<file path="config.mk">
export PLATFORM = sky130hd
export DESIGN_NAME = lcd_bus_responder_flat
export DESIGN_NICKNAME = d
export VERILOG_FILES = /design/src/rtl/lcd_bus_responder_if.sv /design/src/rtl/lcd_bus_responder.sv /design/src/flat_wrapper.sv
export SDC_FILE = /design/constraint.sdc
export NUM_CORES = 1
export LEC_CHECK = 0
export CELL_PAD_IN_SITES_DETAIL_PLACEMENT = 0
export CELL_PAD_IN_SITES_GLOBAL_PLACEMENT = 1
export CORE_MARGIN = 4
export CORE_UTILIZATION = 55
export DETAILED_ROUTE_END_ITERATION = 10
export DONT_BUFFER_PORTS = 1
export PLACE_DENSITY = 0.79
export SYNTH_ARGS = -nofsm -noshare
export SYNTH_HDL_FRONTEND = slang
export SYNTH_SLANG_ARGS = --single-unit
</file>
<file path="constraint.sdc">
create_clock -name Clock -period 7 [get_ports Clock]
set_input_delay 1.4 -clock Clock [delete_from_list [all_inputs] [get_ports Clock]]
set_output_delay 1.4 -clock Clock [all_outputs]
set_load 0.01 [all_outputs]
</file>
<file path="src/rtl/lcd_bus_responder_if.sv">
// Parallel character-LCD bus (EN/RS/RW strobes, write data, read-back path).
interface lcd_bus_responder_if;
    localparam int unsigned DW = 8;

    logic          LCD_EN;
    logic          LCD_RS;
    logic          LCD_RW;
    logic [DW-1:0] LCD_DADOS_IN;
    logic [DW-1:0] LCD_DADOS_OUT;
    logic          LCD_DADOS_OE;

    modport master (
        output LCD_EN, LCD_RS, LCD_RW, LCD_DADOS_IN,
        input  LCD_DADOS_OUT, LCD_DADOS_OE
    );

    modport slave (
        input  LCD_EN, LCD_RS, LCD_RW, LCD_DADOS_IN,
        output LCD_DADOS_OUT, LCD_DADOS_OE
    );
endinterface

</file>
<file path="src/rtl/lcd_bus_responder.sv">
// Character-LCD bus responder: latches transfers on EN fall, decodes the HD44780/ST7032 subset,
// models DDRAM, address counter and busy timer. Optional macro LCD_RESP_BUSY_CHECK_EN.
module lcd_bus_responder #(
    parameter int unsigned CMD_CYCLES   = 2000,
    parameter int unsigned CLEAR_CYCLES = 82000,
    parameter int unsigned DDRAM_DEPTH  = 80
) (
    input  logic               Clock,
    input  logic               Reset,
    lcd_bus_responder_if.slave bus,
    output logic               busy,
    output logic [6:0]         ac,
    output logic [2:0]         disp_ctrl,
    output logic               entry_id,
    output logic               two_lines,
    output logic               cmd_strobe,
    output logic [7:0]         cmd_last,
    output logic               viol,
    input  logic [6:0]         dbg_addr,
    output logic [7:0]         dbg_char
);
    localparam int unsigned AW   = 7;
    localparam int unsigned DW   = 8;
    localparam int unsigned MAXC = (CLEAR_CYCLES > CMD_CYCLES) ? CLEAR_CYCLES : CMD_CYCLES;
    localparam int unsigned CW   = $clog2(MAXC + 1);
    localparam logic [AW-1:0] LAST_ADDR = AW'(DDRAM_DEPTH - 1);
    localparam logic [DW-1:0] SPACE     = DW'(8'h20);

    typedef enum logic [1:0] {ST_READY, ST_CLEAR_FILL, ST_BUSY} state_t;

    state_t        state_q, state_d;
    logic [CW-1:0] cnt_q, cnt_d;
    logic [AW-1:0] idx_q, idx_d;

    logic          en_q, en_q2, rs_q, rs_q2, rw_q, rw_q2;
    logic [DW-1:0] din_q, din_q2;
    logic          xfer_q, xrs_q, xrw_q;
    logic [DW-1:0] xdata_q;

    logic          wr_req, wr_ok, viol_set, instr_ok, data_ok, rd_step;
    logic          is_clear, is_home, fill_we;
    logic          mem_we;
    logic [AW-1:0] mem_wa;
    logic [DW-1:0] mem_wd;
    logic [DW-1:0] mem [DDRAM_DEPTH];

    function automatic logic [AW-1:0] ac_step(input logic [AW-1:0] a, input logic inc);
        if (inc) return (a == LAST_ADDR) ? '0 : a + AW'(1);
        return (a == '0) ? LAST_ADDR : a - AW'(1);
    endfunction

    // Pin registers; RS/RW/data travel one stage behind EN so the transfer sees the values held while EN was high.
    always_ff @(posedge Clock) begin
        if (Reset) begin
            en_q    <= 1'b0;
            en_q2   <= 1'b0;
            rs_q    <= 1'b0;
            rs_q2   <= 1'b0;
            rw_q    <= 1'b0;
            rw_q2   <= 1'b0;
            din_q   <= '0;
            din_q2  <= '0;
            xfer_q  <= 1'b0;
            xrs_q   <= 1'b0;
            xrw_q   <= 1'b0;
            xdata_q <= '0;
        end else begin
            en_q    <= bus.LCD_EN;
            rs_q    <= bus.LCD_RS;
            rw_q    <= bus.LCD_RW;
            din_q   <= bus.LCD_DADOS_IN;
            en_q2   <= en_q;
            rs_q2   <= rs_q;
            rw_q2   <= rw_q;
            din_q2  <= din_q;
            xfer_q  <= en_q2 & ~en_q;
            xrs_q   <= rs_q2;
            xrw_q   <= rw_q2;
            xdata_q <= din_q2;
        end
    end

    // Transfer classification and busy-write policy.
    always_comb begin
        wr_req   = xfer_q & ~xrw_q;
`ifdef LCD_RESP_BUSY_CHECK_EN
        wr_ok    = wr_req & ~busy;
        viol_set = wr_req & busy;
`else
        wr_ok    = wr_req;
        viol_set = 1'b0;
`endif
        instr_ok = wr_ok & ~xrs_q;
        data_ok  = wr_ok & xrs_q;
        rd_step  = xfer_q & xrw_q & xrs_q;
        is_clear = (xdata_q == DW'(8'h01));
        is_home  = (xdata_q[DW-1:1] == 7'b0000001);
    end

    always_ff @(posedge Clock) begin
        if (Reset) begin
            state_q <= ST_CLEAR_FILL;
            cnt_q   <= CW'(DDRAM_DEPTH);
            idx_q   <= '0;
            busy    <= 1'b1;
        end else begin
            state_q <= state_d;
            cnt_q   <= cnt_d;
            idx_q   <= idx_d;
            busy    <= (state_d != ST_READY);
        end
    end

    // Busy timer runs in every non-ready state; the fill always completes before leaving CLEAR_FILL.
    always_comb begin
        state_d = state_q;
        cnt_d   = cnt_q;
        idx_d   = idx_q;
        fill_we = 1'b0;
        unique case (state_q)
            ST_READY: ;
            ST_CLEAR_FILL: begin
                fill_we = 1'b1;
                idx_d   = idx_q + AW'(1);
                cnt_d   = (cnt_q != '0) ? cnt_q - CW'(1) : '0;
                if (idx_q == LAST_ADDR) state_d = (cnt_q <= CW'(1)) ? ST_READY : ST_BUSY;
            end
            ST_BUSY: begin
                cnt_d = cnt_q - CW'(1);
                if (cnt_q <= CW'(1)) state_d = ST_READY;
            end
            default: state_d = ST_READY;
        endcase
        if (instr_ok && is_clear) begin
            state_d = ST_CLEAR_FILL;
            idx_d   = '0;
            cnt_d   = CW'(CLEAR_CYCLES);
        end else if (wr_ok) begin
            cnt_d   = (instr_ok && is_home) ? CW'(CLEAR_CYCLES) : CW'(CMD_CYCLES);
            state_d = (state_d == ST_CLEAR_FILL) ? ST_CLEAR_FILL : ST_BUSY;
        end
    end

    always_ff @(posedge Clock) begin
        if (Reset) begin
            ac                <= '0;
            disp_ctrl         <= '0;
            entry_id          <= 1'b1;
            two_lines         <= 1'b0;
            cmd_strobe        <= 1'b0;
            cmd_last          <= '0;
            viol              <= 1'b0;
            bus.LCD_DADOS_OUT <= '0;
            bus.LCD_DADOS_OE  <= 1'b0;
        end else begin
            cmd_strobe <= instr_ok;
            if (instr_ok) begin
                cmd_last <= xdata_q;
                if (is_clear) begin
                    ac       <= '0;
                    entry_id <= 1'b1;
                end else if (is_home) begin
                    ac <= '0;
                end else if (xdata_q[7:2] == 6'b000001) begin
                    entry_id <= xdata_q[1];
                end else if (xdata_q[7:3] == 5'b00001) begin
                    disp_ctrl <= xdata_q[2:0];
                end else if (xdata_q[7:5] == 3'b001) begin
                    two_lines <= xdata_q[3];
                end else if (xdata_q[7]) begin
                    ac <= AW'(32'(xdata_q[6:0]) % DDRAM_DEPTH);
                end
            end else if (data_ok || rd_step) begin
                ac <= ac_step(ac, entry_id);
            end
            if (viol_set) viol <= 1'b1;
            bus.LCD_DADOS_OE  <= en_q & rw_q;
            bus.LCD_DADOS_OUT <= !rw_q ? '0 : (rs_q ? mem[ac] : {busy, ac});
        end
    end

    // Single DDRAM write port: bus data write takes priority over the clear fill.
    always_comb begin
        mem_we = data_ok | fill_we;
        mem_wa = data_ok ? ac : idx_q;
        mem_wd = data_ok ? xdata_q : SPACE;
    end

    always_ff @(posedge Clock) begin
        if (mem_we) mem[mem_wa] <= mem_wd;
    end

    always_ff @(posedge Clock) begin
        if (Reset) dbg_char <= '0;
        else       dbg_char <= (32'(dbg_addr) < DDRAM_DEPTH) ? mem[dbg_addr] : '0;
    end
endmodule
</file>
<file path="src/flat_wrapper.sv">
// flat-port wrapper written by rule: the top's interface ports become plain ports
module lcd_bus_responder_flat 
#(
    parameter int unsigned CMD_CYCLES   = 2000,
    parameter int unsigned CLEAR_CYCLES = 82000,
    parameter int unsigned DDRAM_DEPTH  = 80
)
  (Clock, Reset, busy, ac, disp_ctrl, entry_id, two_lines, cmd_strobe, cmd_last, viol, dbg_addr, dbg_char, bus_LCD_EN, bus_LCD_RS, bus_LCD_RW, bus_LCD_DADOS_IN, bus_LCD_DADOS_OUT, bus_LCD_DADOS_OE);
  lcd_bus_responder_if bus_i ();
  input  logic Clock;
  input  logic Reset;
  output logic busy;
  output logic [6:0] ac;
  output logic [2:0] disp_ctrl;
  output logic entry_id;
  output logic two_lines;
  output logic cmd_strobe;
  output logic [7:0] cmd_last;
  output logic viol;
  input  logic [6:0] dbg_addr;
  output logic [7:0] dbg_char;
  input wire logic [$bits(bus_i.LCD_EN)-1:0] bus_LCD_EN;
  input wire logic [$bits(bus_i.LCD_RS)-1:0] bus_LCD_RS;
  input wire logic [$bits(bus_i.LCD_RW)-1:0] bus_LCD_RW;
  input wire logic [$bits(bus_i.LCD_DADOS_IN)-1:0] bus_LCD_DADOS_IN;
  output wire logic [$bits(bus_i.LCD_DADOS_OUT)-1:0] bus_LCD_DADOS_OUT;
  output wire logic [$bits(bus_i.LCD_DADOS_OE)-1:0] bus_LCD_DADOS_OE;
  assign bus_i.LCD_EN = bus_LCD_EN;
  assign bus_i.LCD_RS = bus_LCD_RS;
  assign bus_i.LCD_RW = bus_LCD_RW;
  assign bus_i.LCD_DADOS_IN = bus_LCD_DADOS_IN;
  assign bus_LCD_DADOS_OUT = bus_i.LCD_DADOS_OUT;
  assign bus_LCD_DADOS_OE = bus_i.LCD_DADOS_OE;
  lcd_bus_responder #(.CMD_CYCLES(CMD_CYCLES), .CLEAR_CYCLES(CLEAR_CYCLES), .DDRAM_DEPTH(DDRAM_DEPTH)) u_core (.Clock(Clock), .Reset(Reset), .bus(bus_i), .busy(busy), .ac(ac), .disp_ctrl(disp_ctrl), .entry_id(entry_id), .two_lines(two_lines), .cmd_strobe(cmd_strobe), .cmd_last(cmd_last), .viol(viol), .dbg_addr(dbg_addr), .dbg_char(dbg_char));
endmodule
</file>
## Word-level counts from Yosys, hierarchy flattened

Memory sizes are Yosys's and may differ from the RTL's. A register that Yosys moved wholly into a read port is not among the register bits.
Index checks and enable logic that the tools add are counted.

- Bits in registers: 90
- RAM bits: 640
- Memories: 1
- Input bits: 20

Memories:

| memory | depth | width | read ports | clocked after Yosys merged registers in | wr ports | RTL line | source |
|---|---|---|---|---|---|---|---|
| u_core.mem | 80 | 8 | 2 | 2 | 1 | lcd_bus_responder.sv:45 | `logic [DW-1:0] mem [DDRAM_DEPTH];` |

- Mux-type cells: 39
- Reduce and logical (&&, ||, !) cells: 18
- $add $sub $neg: 4
- Equality and inequality tests: 15
- $lt $le $gt $ge: 2
- Bitwise logic cells: 17
- Divide/modulo/power cells: 1

Operators by type and width:

| operator | number |
|---|---|
| $mux W7 | 15 |
| $mux W17 | 4 |
| $pmux W17 S2 | 1 |
| $mod A7 B7 Y32 const B | 1 |
| $le A17 B1 Y1 const B | 1 |
| $reduce_bool A17 Y1 | 1 |
| $sub A17 B1 Y17 const B | 1 |
| $mux W8 | 2 |
| $add A7 B1 Y7 const B | 2 |
| $eq A7 B7 Y1 const B | 2 |
| $mux W2 | 6 |
| $ne A4 B4 Y1 const B | 3 |
| $mux W1 | 10 |
| $reduce_and A5 Y1 | 2 |
| $not A1 Y1 | 9 |
| $eq A8 B1 Y1 const B | 1 |
| $and A1 B1 Y1 | 7 |
| $eq A7 B1 Y1 const B | 1 |
| $logic_not A7 Y1 | 1 |
| $lt A7 B7 Y1 const B | 1 |
| $sub A7 B1 Y7 const B | 1 |
| $eq A6 B1 Y1 const B | 1 |
| $pmux W2 S3 | 1 |
| $reduce_and A6 Y1 | 1 |
| other kinds (15) | 21 |

## Longest topological paths before layout

Gate-level depths: netlist of run 1.

- Depth in word-level cells: 12
- Gate-level depth with buffers: 9
- Depth with buffers taken out: 8

## Least setup slack after synthesis of run 1

OpenSTA, ideal clock, no wires.

- Path type: register -> register
- From: reg u_core.xfer_q
- To: mem u_core.mem[0][0], data pin
- Path buffers: 3
- Clock period less this slack: 3.657 ns
- Slack: 3.343 ns
- Cell stages (with the launch flop): 7
- Arrival: 3.083 ns
- Library setup time: 0.574 ns
- Required time: 6.426 ns
- Cells stage by stage: dfxtp_1 > nor2b_1 > clkbuf_1 > nand2_1 > clkbuf_1 > clkbuf_1 > nor2_1

- Word-level cells in the longest chain between the ends: 3

Ends and longest elaborated chain:

| element | RTL line | source |
|---|---|---|
| start, declared | lcd_bus_responder.sv:37 | `logic xfer_q, xrs_q, xrw_q;` |
| start signal, assigned | lcd_bus_responder.sv:76 | `xfer_q <= en_q2 & ~en_q;` |
| $and A1 B1 Y1 | lcd_bus_responder.sv:85 | `wr_req = xfer_q & ~xrw_q;` |
| $and A1 B1 Y1 | lcd_bus_responder.sv:94 | `data_ok = wr_ok & xrs_q;` |
| $mux W8 | lcd_bus_responder.sv:186 | `mem_wd = data_ok ? xdata_q : SPACE;` |
| net u_core.mem_wd[0] | lcd_bus_responder.sv:44 | `logic [DW-1:0] mem_wd;` |
| end, declared | lcd_bus_responder.sv:45 |  |

The timed path passes the listed nets, and every way through them passes these cells.

## Final worst setup path of run 1

- From: reg u_core.xfer_q
- To: mem u_core.mem[11][2], enable pin

- Word-level cells in the longest chain between the ends: 5
- Elaborated cells between the ends (all ways): 6
- Classes of those cells: 3 x mux; 3 x bitwise

Ends and longest elaborated chain:

| element | RTL line | source |
|---|---|---|
| $and A1 B1 Y1 * | lcd_bus_responder.sv:85 |  |
| $and A1 B1 Y1 * | lcd_bus_responder.sv:94 |  |
| $or A1 B1 Y1 | lcd_bus_responder.sv:184 | `mem_we = data_ok \| fill_we;` |
| $mux W1 | lcd_bus_responder.sv:190 | `if (mem_we) mem[mem_wa] <= mem_wd;` |
| $mux W1 (implied by the code) | lcd_bus_responder.sv:190 |  |

Every way passes the cells marked *; elsewhere a longest branch is shown, timed or not.

==> impl_metrics.csv, run 1 <==
group,metric,value,unit
run_status,status,"complete, no violations",
die,dieArea,66350,um^2
routing,wl,93910,um
timing,drv_slew,0,
die,coreArea,61710,um^2
clock_tree,insertion_delay,630,ps
worst_setup_path,crit_path_frequent_cell,"nand2_1",
clock_tree,postCtsSetupBuffers,0,
worst_setup_path,cp.required,7250,ps
worst_setup_path,worstPathArrival,4500,ps
timing,post-route-period-util,60.78,%
run,max_cap_violations,0,
clock_tree,htreeDepth,3,
hold_path,hold_depth,1,
clock_tree,cts-root-buf,"clkbuf_16",
die,initial_core_util,55.52,%
worst_setup_path,slowest_stage,"nor2_1",
die,num_rows,91,
global_routing,grt_max_degree,161,
routing,drt_pass1_iterations,5,
power,p_leak,10.53,nW
worst_setup_path,crit_type,"register to register",
routing,wl_per_cell,33.61,um
logic_synthesis,synthMuxAreaShare,26.15,%
power,finalPower,9.401,mW
global_routing,antenna_found_initial,0,
global_routing,met3_usage,6.492,%
cells_and_area,final_nets,1929,
power,powerDensity,250.0,nW/um^2
logic_synthesis,synth_cell_types,61,
routing,post_drt_via_cell_ratio,7.075,
timing,setup_viol_count_final,0,
place,numPortBuffers,0,
routing,num_vias,19770,
logic_synthesis,synth_seq_cells,745,
clock_tree,clock_sinks,745,
clock_tree,clk_pin_slew,60,ps
cells_and_area,layout-drive-gt1-share,26.42,%
timing,min_period,4255,ps
cells_and_area,fillers,4338,
routing,drt-initial-drc-count,2844,
logic_synthesis,yosys_warnings,0,
worst_setup_path,reg2reg_depth,5,
global_routing,grt_use_total,28.37,%
logic_synthesis,synth_area_per_cell,17.74,um^2
timing,fin_setup_tns,0,ps
logic_synthesis,synth-compound-area-share,3.791,%
clock_tree,ctsHoldBuffers,0,
global_routing,grt_pass1_vias,19310,
die,ios,60,
worst_setup_path,path_cells,"nor2b_1 > nand2_1 > o21ai_1 > nand2_1 > nor2_1",
routing,postRouteAntennaNets,0,
logic_synthesis,synthAdderAreaFrac,0.4748,%
logic_synthesis,synth-seq-area-share,62.23,%
power,max-vdd-ir-drop,286.5,uV
place,place_area,34950,um^2
logic_synthesis,synth_nets,1964,
clock_tree,cts_resized,0,
die,fp.dieH,257.6,um
logic_synthesis,synth-xor-area-share,0.4602,%
timing,maxSlewHeadroom,25.62,%
logic_synthesis,synth_top_family_by_area,"multiplexers",
worst_setup_path,cp_max_fo,29,
worst_setup_path,critPathCaptureType,"register",
worst_setup_path,slowest_delay,940,ps
global_routing,grt_overflow_total,0,
place,dp_hpwl,60610,um
logic_synthesis,ys.flop_type,"edfxtp_1",
logic_synthesis,syn_inst,1931,
timing,finClkSkew,22.81,ps
global_routing,use_met2,44.15,%
cells_and_area,antennaDiodeCount,0,
clock_tree,cts_tree,"built",
global_routing,top_usage_layer,"met2",
worst_setup_path,startpoint_type,"register",
global_routing,grt_pass1_wl,137500,um
clock_tree,clockBufferDepth,3,
logic_synthesis,synth-simple-area-share,4.938,%
logic_synthesis,syn-cell-area,34260,um^2
global_routing,gr-usage-met1,40.78,%
timing,hold_violations,0,
clock_tree,numCtsBuffers,78,
cells_and_area,postLayoutCellArea,37600,um^2
die,fp.dieW,257.6,um
timing,fmax,235.0,MHz
logic_synthesis,synth_edf_count,640,
routing,drc,0,
cells_and_area,area_growth,9.758,%
hold_path,hp-class,"register to register",
timing,rsz0062_at_grt,"false",
place,gp_congestion,0.9356,
logic_synthesis,synthArstFlopShare,0,%
timing,tightestPinTransition,1115,ps
-- state kept, by name (all words and copies together), names as in the netlist, 2 cells and up, named ones only --
| register | cells |
|---|---|
| u_core.ac | 7 |
| u_core.bus.LCD_DADOS_OUT | 8 |
| u_core.idx_q | 7 |
| u_core.cnt_q | 17 |
| u_core.xdata_q | 8 |
| u_core.dbg_char | 8 |
| u_core.mem | 640 |
| u_core.din_q | 8 |
| u_core.state_q | 2 |
| u_core.disp_ctrl | 3 |
| u_core.cmd_last | 8 |
| u_core.din_q2 | 8 |
-- report_power, final --
part	switching, mW	leakage (nW)	internal, mW	total (mW)
combinational	0.139	3.21	0.129	0.268
clock	1.74	1.28	2.57	4.31
sequential	0.0350	6.04	4.79	4.82
-- cell usage in the layout (no fill, tap or decap), types with 15 or more instances in the layout --
| cell | Yosys | final |
|---|---|---|
| buf_4 | 1 | 15 |
| nand2_1 | 87 | 86 |
| a22oi_1 | 20 | 20 |
| clkbuf_16 | 0 | 79 |
| mux2i_1 | 85 | 85 |
| mux4_2 | 359 | 359 |
| a221oi_1 | 15 | 15 |
| a211oi_1 | 27 | 27 |
| nand3_1 | 17 | 17 |
| dfxtp_1 | 105 | 102 |
| nor2_1 | 139 | 136 |
| o21ai_0 | 25 | 25 |
| edfxtp_1 | 640 | 640 |
| nor2b_1 | 45 | 45 |
| inv_1 | 25 | 25 |
| o22ai_1 | 20 | 20 |
| a21oi_1 | 42 | 42 |
-- layer usage --
layer  up-vias  wire [um]
met3       198      10410
met4         0       3245
met5         -          0
met1     10290      35750
li1       7917          -
met2      1358      44500
-- synth_stat cells, types with 4 or more instances --
master	count	area, um^2
edfxtp_1	640	19220
mux4_2	359	8085
nor2_1	139	521.8
dfxtp_1	105	2102
nand2_1	87	326.6
mux2i_1	85	850.8
clkbuf_1	62	232.7
buf_2	53	265.3
nor2b_1	45	281.5
a21oi_1	42	210.2
a211oi_1	27	202.7
inv_1	25	93.84
o21ai_0	25	125.1
a22oi_1	20	150.1
o22ai_1	20	125.1
nand3_1	17	85.08
buf_1	16	60.06
a221oi_1	15	131.4
ha_1	13	162.7
nor3_1	11	55.05
nand2b_1	9	56.30
xnor2_1	9	78.83
xor2_1	9	78.83
o31ai_1	8	60.06
and2_1	7	43.79
or3_1	7	43.79
and3_1	6	37.54
a21o_1	5	37.54
nand3b_1	5	37.54
nand4_1	5	31.28
nor3b_1	4	30.03
o21a_1	4	30.03
-- through the flow --
| stage | hold slack, ps | cells | util, % | setup WS (ps) |
|---|---|---|---|---|
| after detailed placement | 421.2 | 2653 | 56.64 | 2956 |
| after global placement | 418.1 | 2653 | 56.64 | 3060 |
| after global routing | 454.0 | 2794 | 60.93 | 2598 |
| after floorplan | 402.6 | 1931 | - | 3343 |
| final | 432.4 | 2794 | 60.93 | 2745 |
| after CTS | 435.7 | 2794 | 60.93 | 2922 |
-- worst max-delay path, delay by kind of cell (launching register included) --
| family | cells | cell delay (ps) |
|---|---|---|
| flops | 1 | 360 |
| compound gates | 1 | 560 |
| simple gates | 4 | 2940 |
-- final timing paths --
kind | startpoint | slack [ps] | end
worst max-delay path | u_core.xfer_q | 2750 | u_core.mem[11][2]
worst max register to register | u_core.xfer_q | 2750 | u_core.mem[11][2]
worst min register to register | u_core.din_q2[5] | 430 | u_core.xdata_q[5]
worst min-delay path | u_core.din_q2[5] | 430 | u_core.xdata_q[5]
-- cell families (layout without fill, tap and decap cells) --
group	count (synthesis)	after routing
AO/OA/AOI/OAI	192	192
XOR/XNOR	18	18
adder cells (fa/ha/maj)	13	13
buffers and inverters	158	184
flip-flops	745	745
multiplexers	446	446
other	1	1
AND/OR/NAND/NOR	358	358
-- final cells by class --
class / count / area, um^2 / share of cell area (%)
Tap cell: 837 / 1047 / 2.785
Clock inverter: 49 / 614.3 / 1.634
Inverter: 25 / 93.84 / 0.2496
Sequential cell: 745 / 21330 / 56.73
Multi-Input combinational cell: 1028 / 12310 / 32.73
Clock buffer: 92 / 2037 / 5.417
Timing Repair Buffer: 18 / 172.7 / 0.4592
No activity file was read; power rests on OpenSTA's default activity.
==> inputs of run 2 (changes only) <==
CORE_UTILIZATION = 50   (was 55)
PLACE_DENSITY = 0.76   (was 0.79)
clock period = 3.8 ns   (was 7 ns; I/O delays follow)
==> impl_metrics.csv, run 2 (synthesis results as in run 1) <==
group,metric,value,unit
cells_and_area,layout-drive-gt1-share,30.78,%
clock_tree,insertion_delay,630,ps
global_routing,grt_overflow_total,0,
die,fp.dieH,269.8,um
hold_path,hp-class,"input port to register",
routing,wl,95110,um
hold_path,min-delay-start,"Reset",
timing,drv_slew,0,
worst_setup_path,reg2reg_depth,7,
clock_tree,numCtsBuffers,79,
worst_setup_path,cp_max_fo,29,
clock_tree,htreeDepth,3,
timing,tightestPinTransition,1249,ps
timing,hold_violations,0,
clock_tree,clockBufferDepth,3,
routing,drc,0,
clock_tree,clk_pin_slew,60,ps
die,initial_core_util,50.74,%
timing,maxSlewHeadroom,16.76,%
routing,num_vias,19860,
timing,fmax,329.5,MHz
routing,post_drt_via_cell_ratio,6.731,
clock_tree,cts_resized,0,
worst_setup_path,crit_type,"register to register",
timing,finClkSkew,19.61,ps
run,max_cap_violations,0,
global_routing,grt_pass1_vias,19980,
cells_and_area,largestRegisters,"u_core.mem (640), u_core.cnt_q (17)",
timing,min_period,3035,ps
cells_and_area,final_common_cell,"edfxtp_1",
place,numPortBuffers,0,
worst_setup_path,cp.required,4140,ps
worst_setup_path,startpoint_type,"register",
routing,drt_pass1_iterations,5,
power,p_leak,11.23,nW
die,fp.dieW,269.8,um
clock_tree,ctsHoldBuffers,0,
worst_setup_path,ff2ff_setup_slack,760,ps
power,max-vdd-ir-drop,291.5,uV
cells_and_area,largest_reg_flops,640,
hold_path,hold_depth,1,
die,coreArea,67510,um^2
place,gp_congestion,0.8939,
clock_tree,clock_sinks,745,
clock_tree,postCtsSetupBuffers,0,
die,num_rows,95,
worst_setup_path,worstPathArrival,3370,ps
power,powerDensity,458.7,nW/um^2
worst_setup_path,critPathCaptureType,"register",
run_status,status,"complete, no violations",
cells_and_area,area_growth,12.99,%
worst_setup_path,reg2reg_to,"u_core.mem[40][6]",
routing,drt-initial-drc-count,2483,
timing,fin_setup_tns,0,ps
clock_tree,cts_tree,"built",
cells_and_area,top_register,"u_core.mem",
worst_setup_path,crit-reg2reg-launch,"u_core.xfer_q",
timing,setup_viol_count_final,0,
global_routing,grt_pass1_wl,138700,um
clock_tree,cts-root-buf,"clkbuf_16",
routing,wl_per_cell,32.24,um
routing,postRouteAntennaNets,0,
global_routing,grt_use_total,26.00,%
cells_and_area,final_nets,2042,
place,dp_hpwl,62430,um
hold_path,min_to,"u_core.rw_q",
global_routing,antenna_found_initial,2,
timing,post-route-period-util,79.87,%
cells_and_area,final_cell_mix,"640 x edfxtp_1, 359 x mux4_2, 136 x nor2_1",
worst_setup_path,cp-startpoint,"u_core.xfer_q",
timing,rsz0062_at_grt,"false",
global_routing,grt_max_degree,161,
cells_and_area,final_core_util,57.34,%
die,ios,60,
die,dieArea,72770,um^2
[run 2: area by class of cell]
| type | count | area (um^2) |
|---|---|---|
| diodes | 1 | 2.502 |
| clock buffers | 99 | 2128 |
| clock inverters | 49 | 720.7 |
| fillers | 5003 | 28800 |
| inverters | 25 | 93.84 |
| multi-input cells | 1028 | 12300 |
| flip-flops and latches | 745 | 21330 |
| well taps | 873 | 1092 |
| repair buffers | 130 | 1039 |
[run 2: per-layer routing]
metal | up-vias | global-route usage, % | part of all wire [%]
met5 | - | 0 | 0.014
li1 | 8150 | - | -
met3 | 175 | 6.766 | 11
met1 | 10290 | 35.14 | 37
met4 | 2 | 9.805 | 3.9
met2 | 1240 | 41.21 | 48
[run 2: worst max-delay path, stage by stage, from the launching register on]
cell     delay, ps
dfxtp_1        360
nor2b_1        320
nand2_1        100
buf_4          240
o31ai_1        510
nand2_1        500
nor2_1         460
buf_4          220
[run 2: metrics by stage]
stage	power, mW	setup slack, ps	cell area [um^2]	hold WS, ps	cells
6_report	17.76	765.0	38710	202.3	2950
5_1_grt	18.26	541.8	38710	191.3	2949
4_1_cts	17.86	844.6	38710	178.8	2949
3_5_place_dp	9.564	867.7	35860	423.4	2801
3_3_place_gp	9.556	894.2	35860	416.6	2801
2_1_floorplan	9.495	143.2	34260	402.6	1931
[run 2: power by group]
group          leakage (nW)  internal (mW)  switching (mW)  total [mW]
Clock                  1.38           5.10            3.25        8.36
Combinational          3.82          0.254           0.263       0.517
Sequential             6.04           8.82          0.0633        8.88
[run 2: worst max-delay path by stage]
stage	to	slack, ps
after floorplan	u_core.mem[0][0]	140
after global placement	u_core.bus.LCD_DADOS_OUT[0]	890
after detailed placement	u_core.bus.LCD_DADOS_OUT[0]	870
after CTS	u_core.mem[40][1]	840
after global routing	register	540
final	u_core.mem[40][6]	760
==> variant 1, RTL diff (flow settings as in run 2) <==
`CMD_CYCLES` is set to 2000 in 2 places; all go to 500.
--- a/src/rtl/lcd_bus_responder.sv
+++ b/src/rtl/lcd_bus_responder.sv
@@ -1,7 +1,7 @@
 // Character-LCD bus responder: latches transfers on EN fall, decodes the HD44780/ST7032 subset,
 // models DDRAM, address counter and busy timer. Optional macro LCD_RESP_BUSY_CHECK_EN.
 module lcd_bus_responder #(
-    parameter int unsigned CMD_CYCLES   = 2000,
+    parameter int unsigned CMD_CYCLES   = 500,
     parameter int unsigned CLEAR_CYCLES = 82000,
     parameter int unsigned DDRAM_DEPTH  = 80
 ) (
--- a/src/flat_wrapper.sv
+++ b/src/flat_wrapper.sv
@@ -1,7 +1,7 @@
 // flat-port wrapper written by rule: the top's interface ports become plain ports
 module lcd_bus_responder_flat 
 #(
-    parameter int unsigned CMD_CYCLES   = 2000,
+    parameter int unsigned CMD_CYCLES   = 500,
     parameter int unsigned CLEAR_CYCLES = 82000,
     parameter int unsigned DDRAM_DEPTH  = 80
 )
Check against the original RTL: no difference found for any inputs over 4 cycles, from zero or initial values and one cycle with Reset high; that may be too few to reach the edited logic, so the function may still have changed.
==> variant 1 against run 2 <==
  * Worst setup slack got worse by 200 ps
  * Sequential cell count did not move
  * Cell area fell by 0.42%
  * Clock skew rose by 12 ps
  * Synthesized area rose by 1.1%
  * Cell count rose by 5.7%
  * Worst hold slack got worse by 3.9 ps
  * First-iteration DRC count rose by 19%
  * Routed wire length fell by 1.0%
Power is not compared: it rests on default switching activity, and its combinational part moved more than twofold at a synthesized area within 25%.
==> variant 1: results (changes against run 2) <==
set qor(grt_antenna_before_repair) 4 ;# +2
set qor(dr_total_vias) 20300 ;# +2.2%
set qor(pre_cts_ws_ps) 640.9 ;# -226.8 ps
set qor(final-max-slew-violation-count) 0 ;# unchanged
set qor(ys_warn_count) 0 ;# unchanged
set qor(cts_inserted_buffers) 78 ;# -1.3%
set qor(globalplace.congestion) 0.8973 ;# +0.38%
set qor(synth_xor_xnor_area_share_pct) 0.4045 ;# -0.056 points
set qor(postCtsResizedCells) 0 ;# unchanged
set qor(count_of_flip_flops_with_a_built_in_enable_after_synthesis) 640 ;# unchanged
set qor(synth_compound_gate_area_share_pct) 4.890 ;# +1.1 points
set qor(netlist_top_cells_count) {sky130_fd_sc_hd__edfxtp_1 (640), sky130_fd_sc_hd__mux4_2 (312), sky130_fd_sc_hd__mux2i_1 (149), sky130_fd_sc_hd__nor2_1 (144), sky130_fd_sc_hd__dfxtp_1 (105)}
set qor(run_status) {complete, no violations}
set qor(critical-path-slowest-cell) {sky130_fd_sc_hd__dfxtp_4}
set qor(num-nets-final) 2152 ;# +5.4%
set qor(root_buffer) {sky130_fd_sc_hd__clkbuf_16}
set qor(hold_path.class) {primary input to flip-flop}
set qor(worst_pin_slew_ps) 957.6 ;# -291.0 ps
set qor(post_synth_main_area_contributors) {sky130_fd_sc_hd__edfxtp_1 (55%), sky130_fd_sc_hd__mux4_2 (20%), sky130_fd_sc_hd__dfxtp_1 (6.1%), sky130_fd_sc_hd__mux2i_1 (4.3%), sky130_fd_sc_hd__nor2_1 (1.6%)}
set qor(muxShareOfSynthArea_pct) 24.75 ;# -1.4 points
set qor(share_of_post_route_cells_with_drive_strength_above_1_pct) 26.68 ;# -4.1 points
set qor(grtUsageTotal_pct) 25.50 ;# -0.51 points
set qor(clock_skew_ps) 31.62 ;# +12.01 ps
set qor(synth.yosys.seq_area_share_pct) 61.54 ;# -0.69 points
set qor(grt_pass1_vias) 20220 ;# +1.2%
set qor(path_max_fanout) 40 ;# +38%
set qor(ys_types) 62 ;# +1.6%
set qor(power.ir.vdd_worst_uv) 333.9
set qor(avgRoutedWirePerCell_um) 30.20 ;# -6.3%
set qor(timing_worst_setup_path_type) {flip-flop to flip-flop}
set qor(wire_length_of_the_first_global_routing_pass_um) 138000 ;# -0.54%
set qor(critPathTopFamily) {multiplexers}
set qor(dp_hpwl_um) 62120 ;# -0.50%
set qor(synth_fa_ha_area_share_pct) 0.4695 ;# -0.0053 points
set qor(drt-initial-drc-count) 2946 ;# +19%
set qor(max_stage_delay_ps) 860 ;# +350 ps
set qor(mappedNetlistNets) 2084 ;# +6.1%
==> variant 1: cell types whose count changed after synthesis, sizes merged, moves of 9 or more <==
cell,change
a21oi,+18
buf,+23
a22oi,+25
o21ai,+16
clkbuf,-10
a211oi,-9
mux2i,+64
mux4,-47
nor2b,+10
==> variant 1: cell type report <==
type | instances | area, um2
inverters | 23 | 86.33
multi-input cells | 1137 | 12440
repair buffers | 134 | 1044
clock buffers | 106 | 2152
flip-flops and latches | 745 | 21330
clock inverters | 40 | 330.3
fillers | 5257 | 30040
well taps | 931 | 1165
diodes | 1 | 2.502
==> variant 1: report_power, final <==
part | switching [mW] | internal (mW) | leakage [nW] | total, mW
Clock | 3.17 | 4.20 | 1.21 | 7.37
Sequential | 0.185 | 9.02 | 6.79 | 9.20
Combinational | 0.952 | 0.657 | 4.10 | 1.61
Total | 4.31 | 13.9 | 12.1 | 18.2
==> variant 1: worst paths after layout <==
path,endpoint,slack [ps],cells past startpoint
max,u_core.bus.LCD_DADOS_OUT[2],570,6
min,u_core.xdata_q[2],200,1
max reg2reg,u_core.bus.LCD_DADOS_OUT[2],570,6
min reg2reg,u_core.xdata_q[2],420,1
==> variant 1: metrics by stage <==
| step | instances | total power, mW | area [um2] |
|---|---|---|---|
| finish | 3117 | 18.18 | 38550 |
| global route | 3117 | 18.79 | 38550 |
| CTS | 3116 | 18.25 | 38550 |
| detailed placement | 2970 | 10.94 | 36060 |
| global placement | 2970 | 10.90 | 36060 |
| floorplan | 2051 | 10.45 | 34650 |
==> variant 1: routing by layer <==
metal / up-vias / share of wire (%) / GRT usage, %
met1: 10580 / 39 / 35.66
met5: - / 0.022 / 0
met3: 152 / 10 / 6.488
li1: 8521 / - / -
met4: 2 / 3.1 / 7.664
met2: 1038 / 47 / 40.12
==> variant 2, RTL diff (flow settings as in run 2) <==
Without the edit above. Put one more register stage on the output `dbg_char`. The value now appears one clock later. The other outputs are not delayed to match.
--- a/src/rtl/lcd_bus_responder.sv
+++ b/src/rtl/lcd_bus_responder.sv
@@ -27,6 +27,8 @@
     localparam logic [DW-1:0] SPACE     = DW'(8'h20);
 
     typedef enum logic [1:0] {ST_READY, ST_CLEAR_FILL, ST_BUSY} state_t;
+
+    logic [7:0] dbg_char_s0;
 
     state_t        state_q, state_d;
     logic [CW-1:0] cnt_q, cnt_d;
@@ -191,7 +193,11 @@
     end
 
     always_ff @(posedge Clock) begin
-        if (Reset) dbg_char <= '0;
-        else       dbg_char <= (32'(dbg_addr) < DDRAM_DEPTH) ? mem[dbg_addr] : '0;
-    end
+        if (Reset) dbg_char_s0 <= '0;
+        else       dbg_char_s0 <= (32'(dbg_addr) < DDRAM_DEPTH) ? mem[dbg_addr] : '0;
+    end
+    always_ff @(posedge Clock) begin
+        dbg_char <= dbg_char_s0;
+    end
+
 endmodule
Check against the original RTL: not equivalent (a bounded check fails within 4 cycles, from zero or initial values and one cycle with Reset high).
==> variant 2 against run 2 <==
  * Cell area fell by 0.47%
  * Die area rose by 0.54%
  * Sequential cell count grew 8
  * Critical path depth decreased by 2
  * Synthesized area increased by 0.56%
  * Routed wire length down 3.9%
  * Worst hold slack improved by 6.7 ps
  * Non-clock buffer count decreased by 32
  * Maximum frequency shrank 6.3%
  * Worst setup slack worse by 200 ps
  * Cell count fell by 0.47%
  * Critical endpoint is now u_core.bus.LCD_DADOS_OUT[2]
  * Largest cell class unchanged
Power is not compared: it rests on default switching activity, and its combinational part moved more than twofold at a synthesized area within 25%.
==> variant 2: results (changes against run 2) <==
set qor(use_met2_pct) 38.06 ;# -3.2 points
set qor(synth.yosys.seq_area_share_pct) 62.35 ;# +0.12 points
set qor(netlist_top_cells_count) {sky130_fd_sc_hd__edfxtp_1 (640), sky130_fd_sc_hd__mux4_2 (340), sky130_fd_sc_hd__nor2_1 (125), sky130_fd_sc_hd__dfxtp_1 (113), sky130_fd_sc_hd__mux2i_1 (106)}
set qor(global_route.usage.met1_pct) 36.15 ;# +1.0 points
set qor(post_synth_main_area_contributors) {sky130_fd_sc_hd__edfxtp_1 (56%), sky130_fd_sc_hd__mux4_2 (22%), sky130_fd_sc_hd__dfxtp_1 (6.6%), sky130_fd_sc_hd__mux2i_1 (3.1%), sky130_fd_sc_hd__nor2_1 (1.4%)}
set qor(detailedRoute.firstPassIterationCount) 6 ;# +1
set qor(run_status) {complete, no violations}
set qor(worst-endpoint-arrival_ps) 3700 ;# +330 ps
set qor(insertedDiodeCount) 0 ;# -1
set qor(highest_metal_used) {met4}
set qor(metal3_wl_um) 8947 ;# -16%
set qor(wire_length_of_the_first_global_routing_pass_um) 133800 ;# -3.6%
set qor(synth_compound_gate_area_share_pct) 4.718 ;# +0.93 points
set qor(drt-initial-drc-count) 2583 ;# +4.0%
set qor(dp_hpwl_um) 58630 ;# -6.1%
set qor(max_slew_margin_pct) 18.86 ;# +2.1 points
set qor(clock_skew_ps) 23.24 ;# +3.628 ps
set qor(ys_types) 77 ;# +26%
set qor(routed_via_density) 6.750 ;# +0.29%
set qor(grtUsageTotal_pct) 24.78 ;# -1.2 points
set qor(critical-path-slowest-cell) {sky130_fd_sc_hd__o21ai_0}
set qor(final_cells) 2936 ;# -0.47%
set qor(route.met2.wl_um) 42460 ;# -6.4%
set qor(synth_xor_xnor_area_share_pct) 0.3305 ;# -0.13 points
set qor(num-nets-final) 2031 ;# -0.54%
set qor(critPathTopFamily) {multiplexers}
variant 2: cell types whose count changed in the layout (fill, tap and decap cells not counted), moves of 10 or more:
cell	before	now
sky130_fd_sc_hd__o221ai_1	1	18
sky130_fd_sc_hd__a211oi_1	27	5
sky130_fd_sc_hd__o22ai_1	20	10
sky130_fd_sc_hd__a22oi_1	20	39
sky130_fd_sc_hd__mux2i_1	85	106
sky130_fd_sc_hd__buf_4	125	89
sky130_fd_sc_hd__a21oi_1	42	55
sky130_fd_sc_hd__mux4_2	359	340
sky130_fd_sc_hd__a31oi_1	1	11
sky130_fd_sc_hd__nand2_1	86	73
sky130_fd_sc_hd__nor2_1	136	123
variant 2: final timing paths:
| path | start | end | slack [ps] | depth (start not counted) |
|---|---|---|---|---|
| worst max-delay path | flip-flop | u_core.bus.LCD_DADOS_OUT[2] | 560 | 5 |
| worst min-delay path | Reset | u_core.din_q[0] | 210 | 1 |
| worst max register to register | flip-flop | u_core.bus.LCD_DADOS_OUT[2] | 560 | 5 |
| worst min register to register | u_core.dbg_char_s0[5] | u_core.dbg_char[5] | 330 | 0 |
variant 2: stage by stage:
stage / utilization, % / setup slack (ps)
2_1_floorplan: - / 394.0
5_1_grt: 56.87 / 496.0
3_5_place_dp: 52.88 / 600.5
4_1_cts: 56.87 / 587.1
6_report: 56.87 / 562.3
3_3_place_gp: 52.88 / 611.0
variant 2: layout make-up:
class	instances	area, um2
well taps	873	1092
inverters	17	63.81
multi-input cells	1052	12330
clock inverters	34	379.1
repair buffers	98	848.3
flip-flops and latches	753	21490
fillers	5114	29220
clock buffers	109	2325
variant 2: where the power goes:
part / internal (mW) / switching [mW]
Sequential: 9.09 / 0.174
Clock: 4.82 / 3.19
Combinational: 0.631 / 0.923
